$ cat config.mk
export PLATFORM = sky130hd
export DESIGN_NAME = iq_frame_sequencer
export DESIGN_NICKNAME = d
export VERILOG_FILES = /design/src/rtl/iq_seq_pkg.sv /design/src/rtl/iq_frame_sequencer_rd_lat_pipe.sv /design/src/rtl/iq_frame_sequencer.sv
export SDC_FILE = /design/constraint.sdc
export NUM_CORES = 1
export LEC_CHECK = 0
export CAP_MARGIN = 20
export CELL_PAD_IN_SITES_DETAIL_PLACEMENT = 1
export CELL_PAD_IN_SITES_GLOBAL_PLACEMENT = 1
export CORE_MARGIN = 4
export CORE_UTILIZATION = 35
export DETAILED_ROUTE_END_ITERATION = 7
export PLACE_DENSITY_LB_ADDON = 0.1
export SETUP_SLACK_MARGIN = 0.02
export SYNTH_ARGS = -nofsm -noshare
export SYNTH_HDL_FRONTEND = slang
export SYNTH_SLANG_ARGS = --single-unit
$ cat constraint.sdc
create_clock -name clk -period 2.22 [get_ports clk]
set_input_delay 0.444 -clock clk [delete_from_list [all_inputs] [get_ports clk]]
set_output_delay 0.444 -clock clk [all_outputs]
set_load 0.02 [all_outputs]
$ cat src/rtl/iq_seq_pkg.sv
// Shared constants for the I/Q frame sequencer: FSM encodings, timeout class code
// and default frame geometry.
package iq_seq_pkg;

  localparam logic [2:0] ST_IDLE     = 3'd0;
  localparam logic [2:0] ST_FEED     = 3'd1;
  localparam logic [2:0] ST_DRAIN    = 3'd2;
  localparam logic [2:0] ST_WAIT_RES = 3'd3;
  localparam logic [2:0] ST_DONE     = 3'd4;

  localparam logic [7:0] CLASS_TIMEOUT = 8'hFF;

  localparam int DEF_FRAME_LEN  = 128;
  localparam int DEF_NUM_FRAMES = 16;
  localparam int DEF_RD_LAT     = 1;

endpackage

$ cat src/rtl/iq_frame_sequencer_rd_lat_pipe.sv
// Delay line for a memory read strobe plus the capture register for the returning
// data, so the output strobe lines up with the registered samples.
module rd_lat_pipe #(
  parameter int LAT = 1,
  parameter int W   = 16
) (
  input  logic         clk,
  input  logic         rst,
  input  logic         issue,
  input  logic [W-1:0] in_a,
  input  logic [W-1:0] in_b,
  output logic [W-1:0] out_a,
  output logic [W-1:0] out_b,
  output logic         out_valid,
  output logic         pending
);

  logic [LAT-1:0] sh;

  assign pending = |sh;

  // The tail of the shift register marks the cycle in which memory data is valid.
  always_ff @(posedge clk) begin
    if (rst) begin
      sh        <= '0;
      out_valid <= 1'b0;
      out_a     <= '0;
      out_b     <= '0;
    end else begin
      sh[0] <= issue;
      for (int i = 1; i < LAT; i++) sh[i] <= sh[i-1];
      out_valid <= sh[LAT-1];
      if (sh[LAT-1]) begin
        out_a <= in_a;
        out_b <= in_b;
      end
    end
  end

endmodule

$ cat src/rtl/iq_frame_sequencer.sv
// Feeds consecutive FRAME_LEN-sample I/Q frames from the sample memories into the
// classifier and reports one result (or a timeout) per frame.
module iq_frame_sequencer
  import iq_seq_pkg::*;
#(
  parameter int ADDR_W     = 11,
  parameter int DATA_W     = 16,
  parameter int FRAME_LEN  = DEF_FRAME_LEN,
  parameter int NUM_FRAMES = DEF_NUM_FRAMES,
  parameter int RD_LAT     = DEF_RD_LAT,
  parameter int TIMEOUT    = 65535,
  localparam int FW = (NUM_FRAMES > 1) ? $clog2(NUM_FRAMES) : 1
) (
  input  logic              clk,
  input  logic              rst,
  input  logic              start,
  output logic              busy,
  output logic              done,
  output logic              mem_en,
  output logic [ADDR_W-1:0] mem_addr,
  input  logic [DATA_W-1:0] mem_i,
  input  logic [DATA_W-1:0] mem_q,
  output logic [DATA_W-1:0] din_i,
  output logic [DATA_W-1:0] din_q,
  output logic              din_valid,
  input  logic              classify_result_vld,
  input  logic [7:0]        classify_result,
  output logic              res_valid,
  output logic [FW-1:0]     res_frame,
  output logic [7:0]        res_class,
  output logic              res_timeout,
  output logic              spurious
);

  localparam int CW = (FRAME_LEN > 1) ? $clog2(FRAME_LEN) : 1;
  localparam int TW = $clog2(TIMEOUT + 1);

  logic [2:0]    state;
  logic [CW-1:0] smp_cnt;
  logic [FW-1:0] frame;
  logic [TW-1:0] wait_cnt;
  logic          pipe_pending;
  logic          last_frame;

  assign mem_en     = (state == ST_FEED);
  assign busy       = (state == ST_FEED) || (state == ST_DRAIN) || (state == ST_WAIT_RES);
  assign done       = (state == ST_DONE);
  assign last_frame = (frame == FW'(NUM_FRAMES - 1));

  rd_lat_pipe #(
    .LAT (RD_LAT),
    .W   (DATA_W)
  ) u_pipe (
    .clk       (clk),
    .rst       (rst),
    .issue     (mem_en),
    .in_a      (mem_i),
    .in_b      (mem_q),
    .out_a     (din_i),
    .out_b     (din_q),
    .out_valid (din_valid),
    .pending   (pipe_pending)
  );

  // The cycle res_valid is high doubles as the report cycle; the next frame's
  // first address follows it, so the transition out of WAIT_RES keys off res_valid.
  always_ff @(posedge clk) begin
    if (rst) begin
      state       <= ST_IDLE;
      smp_cnt     <= '0;
      frame       <= '0;
      wait_cnt    <= '0;
      mem_addr    <= '0;
      res_valid   <= 1'b0;
      res_frame   <= '0;
      res_class   <= '0;
      res_timeout <= 1'b0;
      spurious    <= 1'b0;
    end else begin
      res_valid <= 1'b0;
      if (classify_result_vld && (state != ST_WAIT_RES)) spurious <= 1'b1;
      case (state)
        ST_IDLE: begin
          if (start) begin
            state    <= ST_FEED;
            smp_cnt  <= '0;
            frame    <= '0;
            mem_addr <= '0;
            spurious <= 1'b0;
          end
        end
        ST_FEED: begin
          mem_addr <= mem_addr + ADDR_W'(1);
          smp_cnt  <= smp_cnt + CW'(1);
          if (smp_cnt == CW'(FRAME_LEN - 1)) state <= ST_DRAIN;
        end
        ST_DRAIN: begin
          if (!pipe_pending) begin
            state    <= ST_WAIT_RES;
            wait_cnt <= '0;
          end
        end
        ST_WAIT_RES: begin
          if (res_valid) begin
            if (last_frame) begin
              state <= ST_DONE;
            end else begin
              frame <= frame + FW'(1);
              state <= ST_FEED;
            end
          end else if (classify_result_vld) begin
            res_valid   <= 1'b1;
            res_frame   <= frame;
            res_class   <= classify_result;
            res_timeout <= 1'b0;
          end else if (wait_cnt == TW'(TIMEOUT - 1)) begin
            res_valid   <= 1'b1;
            res_frame   <= frame;
            res_class   <= CLASS_TIMEOUT;
            res_timeout <= 1'b1;
          end else begin
            wait_cnt <= wait_cnt + TW'(1);
          end
        end
        ST_DONE: state <= ST_IDLE;
        default: state <= ST_IDLE;
      endcase
    end
  end

endmodule

==> results of run 1 <==
==> worst min path at each step <==
stage | from | to | slack [ns] | cells after the start
2_1_floorplan | wait_cnt[15] | wait_cnt[15] | 0.44 | 1
3_3_place_gp | spurious | spurious | 0.47 | 2
3_5_place_dp | mem_addr[10] | mem_addr[10] | 0.47 | 1
4_1_cts | mem_addr[10] | mem_addr[10] | 0.49 | 1
5_1_grt | wait_cnt[12] | wait_cnt[12] | 0.53 | 1
6_report | mem_addr[10] | mem_addr[10] | 0.49 | 1
==> cells in the final DEF, fill, tap and decap left out, types with 2 or more instances in the layout <==
cell,n
o21ai_0,17
and2_1,3
clkbuf_8,9
mux2i_1,38
nor2_1,98
dfxtp_1,89
nand4_1,8
a22oi_1,3
ha_1,5
and3_1,8
nand3_1,15
nand3b_1,4
inv_1,5
mux2_2,6
nor2b_1,4
nor3b_1,4
a21oi_1,17
nand2b_1,3
clkinvlp_4,3
a41oi_1,3
o21ai_1,6
nand2_1,15
bufinv_16,3
o31ai_1,2
buf_4,16
a31oi_1,5
o21a_1,2
clkdlybuf4s50_1,102
xnor2_1,3
nor3_1,15
==> sequential cells by signal, summed over array words and instances (netlist names) <==
name	count
u_pipe.pending	1
res_frame	4
u_pipe.out_b	16
mem_addr	11
res_class	8
state	3
spurious	1
res_valid	1
u_pipe.out_a	16
smp_cnt	7
res_timeout	1
wait_cnt	16
u_pipe.out_valid	1
frame	4
==> logic make-up after synthesis <==
kind of cell             Yosys count  synth area share
AND/OR/NAND/NOR                  191             0.240
flip-flops                        90             0.471
AO/OA/AOI/OAI                     63            0.0991
multiplexers                      44             0.117
buffers and inverters             31            0.0491
adder cells (fa/ha/maj)            5            0.0164
XOR/XNOR                           3           0.00687
==> worst register-to-register path, delay by kind of cell (launching register included) <==
family / cells / cell delay [ns]
AO/OA/AOI/OAI: 3 / 0.39
AND/OR/NAND/NOR: 2 / 0.70
adder cells (fa/ha/maj): 1 / 0.14
buffers and inverters: 2 / 0.32
flip-flops: 1 / 0.35
==> layer usage <==
metal	vias to the layer above	global-route usage	part of all wire
met5	-	0	0
met2	72	0.276	0.46
met1	1628	0.205	0.43
met4	0	0.0721	0.018
li1	1691	-	-
met3	14	0.0760	0.086
==> final cells by class <==
| type | instances | share of cell area |
|---|---|---|
| multi-input cells | 306 | 0.352 |
| flip-flops and latches | 90 | 0.344 |
| repair buffers | 121 | 0.223 |
| well taps | 136 | 0.0324 |
| clock buffers | 9 | 0.0236 |
| clock inverters | 7 | 0.0224 |
| inverters | 5 | 0.00358 |
==> power breakdown <==
group	leakage, nW	switching [mW]	internal, mW
sequential	0.730	0.0240	1.65
clock	0.111	0.615	0.745
combinational	1.07	0.166	0.175
total	1.91	0.805	2.57
==> repair_timing <==
action,4_1_cts,5_1_grt
setup endpoints to repair,2,9
gates resized for setup,2,2
hold buffers,0,0
buffers inserted,0,0
==> per-stage QoR <==
step,hold WS [ns],std cells,worst slack (ns),utilization,cell area [um^2]
2_1_floorplan,0.437,427,0.411,-,3820
3_3_place_gp,0.467,658,0.294,0.477,4990
3_5_place_dp,0.470,658,0.227,0.477,4990
4_1_cts,0.488,674,0.0478,0.500,5240
5_1_grt,0.530,674,0.0399,0.501,5250
6_report,0.488,674,0.178,0.501,5250
==> flow_summary.toml, run 1 <==
[critical_path]
critPathArrivalTime_ns = 1.60
cp-end-kind = "output port"
start_kind = "flip-flop"
regToRegSetupSlack_ns = 0.24
path_class = "flip-flop to output port"
cp_top_family = "buffers and inverters"
cp-endpoint = "busy"
critPathLaunch = "state[2]"
slowest_stage = "clkdlybuf4s50_1"
cpPeakStageDelay_ns = 0.62
rr_startpoint = "wait_cnt[0]"
path_depth = 3
crit_chain = "buf_4 -> nor2_1 -> clkdlybuf4s50_1"
cp_max_fo = 11
worstPathRequired_ns = 1.78
critPathBufInv = 2
rr_worst_depth = 8
timing.rr.end = "wait_cnt[4]"

[sta]
finalCritPeriodShare = 0.920
fin_crit_ns = 2.04
worstMarginPinSlew_ns = 0.550
rsz0062_at_grt = "false"
fmax_ghz = 0.490
hold_violations = 0
setup_tns_ns = 0
finalSetupViolations = 0
maxSlewHeadroom = 0.633
skew_ns = 0.00820
slew_violations = 0

[clock_network]
cts_root_buf = "clkbuf_8"
clockBufferDepth = 2
cts.clk_slew.worst_paths_ns = 0.09
cts_inserted_buffers = 9
cts.htree.levels = 3
tritoncts = "done"
clk_latency_ns = 0.38
clock_sinks = 90

[synth]
synthTopCellsByArea = "dfxtp_1 (47%), mux2i_1 (9.9%), nor2_1 (9.7%), a21oi_1 (2.2%), o21ai_0 (2.2%)"
async_flop_share = 0
ys_ff_latch = 90
synth_edf_count = 0
synth_nets = 476
synth_flop_cell = "dfxtp_1"
syn_area_per_cell_um2 = 8.96
synth_top_area_cell = "dfxtp_1"
synth.top_cell.area_share = 0.471
yosysUniqueCellTypes = 51
syn-cell-area_um2 = 3820
yosysWarnings = 0
ys_seq_area_frac = 0.471
synth_common_cells = "nor2_1 (99), dfxtp_1 (90), mux2i_1 (38)"
synth.most_common_cell = "nor2_1"
postSynthCellCount = 427

[final_layout]
seq_area_um2 = 1800
antenna_cells = 0
drive_gt1_frac = 0.0948
areaGrowthSynthToFinish_pct = 37.1
nFillCells = 1257
nNetsFinal = 582
multi_input_area_um2 = 1840

[die]
initial_core_util = 0.366
ios = 106
fp-row-count = 37
die-area_um2 = 12700
die_w_um = 113
die_height_um = 113
coreArea_um2 = 10500

[detailed_routing]
vias = 3405
viasPerCell = 5.05
drc = 0
ant_nets = 0
drt_iter0_drc = 141
dr.pass1.iters = 4
routed_wl_mm = 10.8
wl_per_cell_um = 16.0

[placed_design]
place.gp.congestion = 0.775
dp_hpwl_mm = 7.78
portBuffers = 105

[pwr]
power.total_mw = 3.37
power.leakage_nw = 1.91
p_per_area_nw_per_um2 = 643
ir_drop_mv = 0.409

[global_routing]
grt_antenna_before_repair = 0
grt_max_degree = 38
globalRouteOverflowTotal = 0
grt_pass1_wl_mm = 17.9
grt_pass1_vias = 3587
grt_usage = 0.174

[job]
drv_cap = 0

[status]
outcome = "finished, final reports clean"

[min_path]
hold_path_class = "flip-flop to flip-flop"
No activity file was read; power rests on OpenSTA's default activity.
==> run 2, diff against run 1 <==
--- a/config.mk
+++ b/config.mk
@@ -8,8 +8,10 @@
 export CAP_MARGIN = 20
 export CELL_PAD_IN_SITES_DETAIL_PLACEMENT = 1
 export CELL_PAD_IN_SITES_GLOBAL_PLACEMENT = 1
+export CORE_ASPECT_RATIO = 0.7
 export CORE_MARGIN = 4
 export CORE_UTILIZATION = 35
+export CTS_CLUSTER_DIAMETER = 100
 export DETAILED_ROUTE_END_ITERATION = 7
 export PLACE_DENSITY_LB_ADDON = 0.1
 export SETUP_SLACK_MARGIN = 0.02
==> flow_summary.toml, run 2 (same netlist as run 1, synthesis figures left out) <==
[final_layout]
drive_gt1_frac = 0.0931
nNetsFinal = 581
final_common_cell = "clkdlybuf4s50_1"
final_core_util = 0.507
top_regs = "u_pipe.out_a: 16 flops, u_pipe.out_b: 16 flops, wait_cnt: 16 flops"
areaGrowthSynthToFinish_pct = 39.3
layout_common_cells = "clkdlybuf4s50_1 (102), nor2_1 (98), dfxtp_1 (89), mux2i_1 (38)"
antenna_cells = 0

[sta]
rsz0062_at_grt = "false"
fin_crit_ns = 2.02
setup_tns_ns = 0
skew_ns = 0.00495
slew_violations = 0
fmax_ghz = 0.495
finalSetupViolations = 0
finalCritPeriodShare = 0.910
worstMarginPinSlew_ns = 0.631
hold_violations = 0
maxSlewHeadroom = 0.576

[die]
fp-row-count = 31
ios = 106
die_w_um = 133
initial_core_util = 0.364
die-area_um2 = 12700
coreArea_um2 = 10500
die_height_um = 95.5

[global_routing]
grt_usage = 0.169
grt_antenna_before_repair = 0
grt_pass1_wl_mm = 17.4
grt_pass1_vias = 3438
grt_max_degree = 35
globalRouteOverflowTotal = 0

[critical_path]
path_class = "flip-flop to output port"
cp_max_fo = 10
critPathArrivalTime_ns = 1.58
start_kind = "flip-flop"
cp-end-kind = "output port"
worstPathRequired_ns = 1.78

[detailed_routing]
dr.pass1.iters = 4
drt_iter0_drc = 104
drt-met1-wl_mm = 5.08
routed_wl_mm = 10.5
vias = 3382
wl_per_cell_um = 15.3
wl_met3_um = 462
wl_met2_mm = 4.84
dr.max_layer_used = "met4"
viasPerCell = 4.94
drc = 0
ant_nets = 0

[placed_design]
dp_hpwl_mm = 7.54
place.gp.congestion = 0.775
portBuffers = 105

[clock_network]
tritoncts = "done"
postCtsHoldBufs = 0
clk_latency_ns = 0.33
cts.htree.levels = 3
clockBufferDepth = 2
cts_root_buf = "clkbuf_16"
clock_sinks = 90
cts_inserted_buffers = 9
cts.clk_slew.worst_paths_ns = 0.06

[pwr]
power.leakage_nw = 1.95
p_per_area_nw_per_um2 = 675
ir_drop_mv = 0.329

[min_path]
hold_path_class = "flip-flop to flip-flop"

[status]
outcome = "finished, final reports clean"

[job]
drv_cap = 0
[run 2: changes by cell type in the layout (fill, tap and decap cells not counted), sizes merged]
cell,before,now
buf,17,16
bufinv,3,1
clkbuf,9,13
clkinvlp,3,1
[run 2: where the power goes]
| part | switching (mW) | leakage, nW | internal, mW |
|---|---|---|---|
| clock network | 0.617 | 0.152 | 0.967 |
| registers | 0.0212 | 0.730 | 1.65 |
| logic | 0.166 | 1.06 | 0.176 |
[run 2: through the flow]
| stage | power [mW] | worst slack (ns) | cell area (um^2) | std cells | hold WS (ns) |
|---|---|---|---|---|---|
| after floorplan | 1.88 | 0.411 | 3820 | 427 | 0.437 |
| after global placement | 2.05 | 0.271 | 5000 | 669 | 0.460 |
| after detailed placement | 2.05 | 0.106 | 5000 | 669 | 0.467 |
| after CTS | 3.66 | 0.0452 | 5320 | 685 | 0.486 |
| after global routing | 3.76 | 0.101 | 5330 | 685 | 0.500 |
| final | 3.60 | 0.199 | 5330 | 685 | 0.479 |
[run 2: worst paths after layout]
path / slack (ns) / end / depth (start not counted) / startpoint
setup / recovery: 0.20 / busy / 4 / state[0]
hold / removal: 0.48 / mem_addr[10] / 1 / mem_addr[10]
setup reg to reg: 0.28 / wait_cnt[4] / 7 / wait_cnt[1]
hold reg to reg: 0.48 / mem_addr[10] / 1 / mem_addr[10]
[run 2: cell type report]
cell class	count	area, um^2
repair buffers	120	1160
inverters	5	18.8
flip-flops and latches	90	1800
fillers	1220	5180
multi-input cells	306	1850
clock buffers	13	270
clock inverters	3	46.3
well taps	148	185
[run 2: worst max-delay path, cell delays in order, from the launching register on]
cell	delay (ns)
dfxtp_1	0.32
buf_4	0.17
nor2_2	0.06
nor2_1	0.08
clkdlybuf4s50_1	0.61
[run 2: what timing repair did]
action,in CTS,in global routing
setup buffers,0,0
pin swaps,0,0
gates resized for setup,2,3
endpoints found under the setup margin,2,11
[run 2: routing by layer]
layer / vias to the layer above / GRT usage
met5: - / 0
met4: 0 / 0.0493
met3: 8 / 0.0485
met2: 72 / 0.276
met1: 1605 / 0.220
li1: 1697 / -
==> run 3, diff against run 2 <==
--- a/config.mk
+++ b/config.mk
@@ -14,6 +14,7 @@
 export CTS_CLUSTER_DIAMETER = 100
 export DETAILED_ROUTE_END_ITERATION = 7
 export PLACE_DENSITY_LB_ADDON = 0.1
+export REMOVE_ABC_BUFFERS = 1
 export SETUP_SLACK_MARGIN = 0.02
 export SYNTH_ARGS = -nofsm -noshare
 export SYNTH_HDL_FRONTEND = slang
==> flow_summary.toml, run 3 (same netlist as run 1, synthesis figures left out) <==
[status]
outcome = "finished, final reports clean"

[die]
coreArea_um2 = 10500
fp-row-count = 31
die_w_um = 133
initial_core_util = 0.364
die-area_um2 = 12700
ios = 106
die_height_um = 95.5

[detailed_routing]
dr.pass1.iters = 4
drt_iter0_drc = 106
ant_nets = 0
drc = 0
wl_per_cell_um = 15.5
routed_wl_mm = 10.6
vias = 3430
viasPerCell = 5.01

[pwr]
ir_drop_mv = 0.369
p_per_area_nw_per_um2 = 677
power.leakage_nw = 1.94
power.total_mw = 3.59

[critical_path]
slowest_stage = "clkdlybuf4s50_1"
start_kind = "flip-flop"
cp-end-kind = "output port"
cp_max_fo = 7
critPathBufInv = 1
cp_top_family = "buffers and inverters"
worstPathRequired_ns = 1.78
cpPeakStageDelay_ns = 0.69
crit_chain = "clkdlybuf4s50_1"
critPathArrivalTime_ns = 1.61
path_class = "flip-flop to output port"

[final_layout]
final_common_cell = "clkdlybuf4s50_1"
nFillCells = 1212
antenna_cells = 0
final_area_um2 = 5310
multi_input_area_um2 = 1840
areaGrowthSynthToFinish_pct = 38.7
drive_gt1_frac = 0.0896
final_core_util = 0.505
seq_area_um2 = 1800
layout_common_cells = "clkdlybuf4s50_1 (102), nor2_1 (98), dfxtp_1 (89), mux2i_1 (38)"
nNetsFinal = 580
top_regs = "u_pipe.out_a: 16 flops, u_pipe.out_b: 16 flops, wait_cnt: 16 flops"

[global_routing]
use_met2 = 0.279
use_met1 = 0.215
grt_pass1_vias = 3641
use_met3 = 0.0765
grt_pass1_wl_mm = 17.9
top_usage_layer = "met2"
grt_max_degree = 47
grt_antenna_before_repair = 0
globalRouteOverflowTotal = 0
grt_usage = 0.174

[sta]
fmax_ghz = 0.486
maxSlewHeadroom = 0.550
finalCritPeriodShare = 0.927
finalSetupViolations = 0
rsz0062_at_grt = "false"
slew_violations = 0
hold_violations = 0
hold_slack_ns = 0.481
setup_slack_ns = 0.162
skew_ns = 0.00511
fin_crit_ns = 2.06
worstMarginPinSlew_ns = 0.671

[placed_design]
post-place-ws_ns = 0.209
place.gp.congestion = 0.732
portBuffers = 105
postPlaceCellArea_um2 = 4990
dp_hpwl_mm = 7.65

[clock_network]
cts.htree.levels = 3
cts_root_buf = "clkbuf_16"
tritoncts = "done"
post_cts_buffers = 0
cts.clk_slew.worst_paths_ns = 0.07
cts_inserted_buffers = 9
clock_sinks = 90
clk_latency_ns = 0.34
clockBufferDepth = 2

[min_path]
hold_path_class = "flip-flop to flip-flop"

[job]
drv_cap = 0
run 3: what timing repair did:
item / in CTS / in global routing
cloned: 0 / 0
hold buffers: 0 / 0
gates resized for setup: 2 / 1
setup endpoints to repair: 2 / 1
run 3: power by group:
| part | internal [mW] | switching [mW] |
|---|---|---|
| registers | 1.65 | 0.0228 |
| clock network | 0.894 | 0.682 |
| logic | 0.176 | 0.169 |
| total | 2.72 | 0.874 |
run 3: final timing paths:
check,start,to,slack (ns),cells after the start
worst max-delay path,res_valid,res_valid,0.16,1
worst min-delay path,mem_addr[10],mem_addr[10],0.48,1
worst max register to register,wait_cnt[0],wait_cnt[9],0.26,8
worst min register to register,mem_addr[10],mem_addr[10],0.48,1
run 3: through the flow:
step	cells	setup TNS, ns
floorplan	401	-2.14
global placement	668	0
detailed placement	668	0
CTS	684	0
global route	684	0
finish	684	0
run 3: layout make-up:
class | instances | area share
multi-input combinational | 306 | 0.346
inverter | 5 | 0.00354
clock buffer | 9 | 0.0424
timing repair buffer | 119 | 0.217
tap | 148 | 0.0349
sequential | 90 | 0.340
clock inverter | 7 | 0.0158
run 3: layer usage:
layer	part of all wire	up-vias	wire (um)
li1	-	1696	-
met1	0.47	1645	5000
met2	0.44	81	4690
met3	0.078	8	828
met4	0.0087	0	92
met5	0	-	0
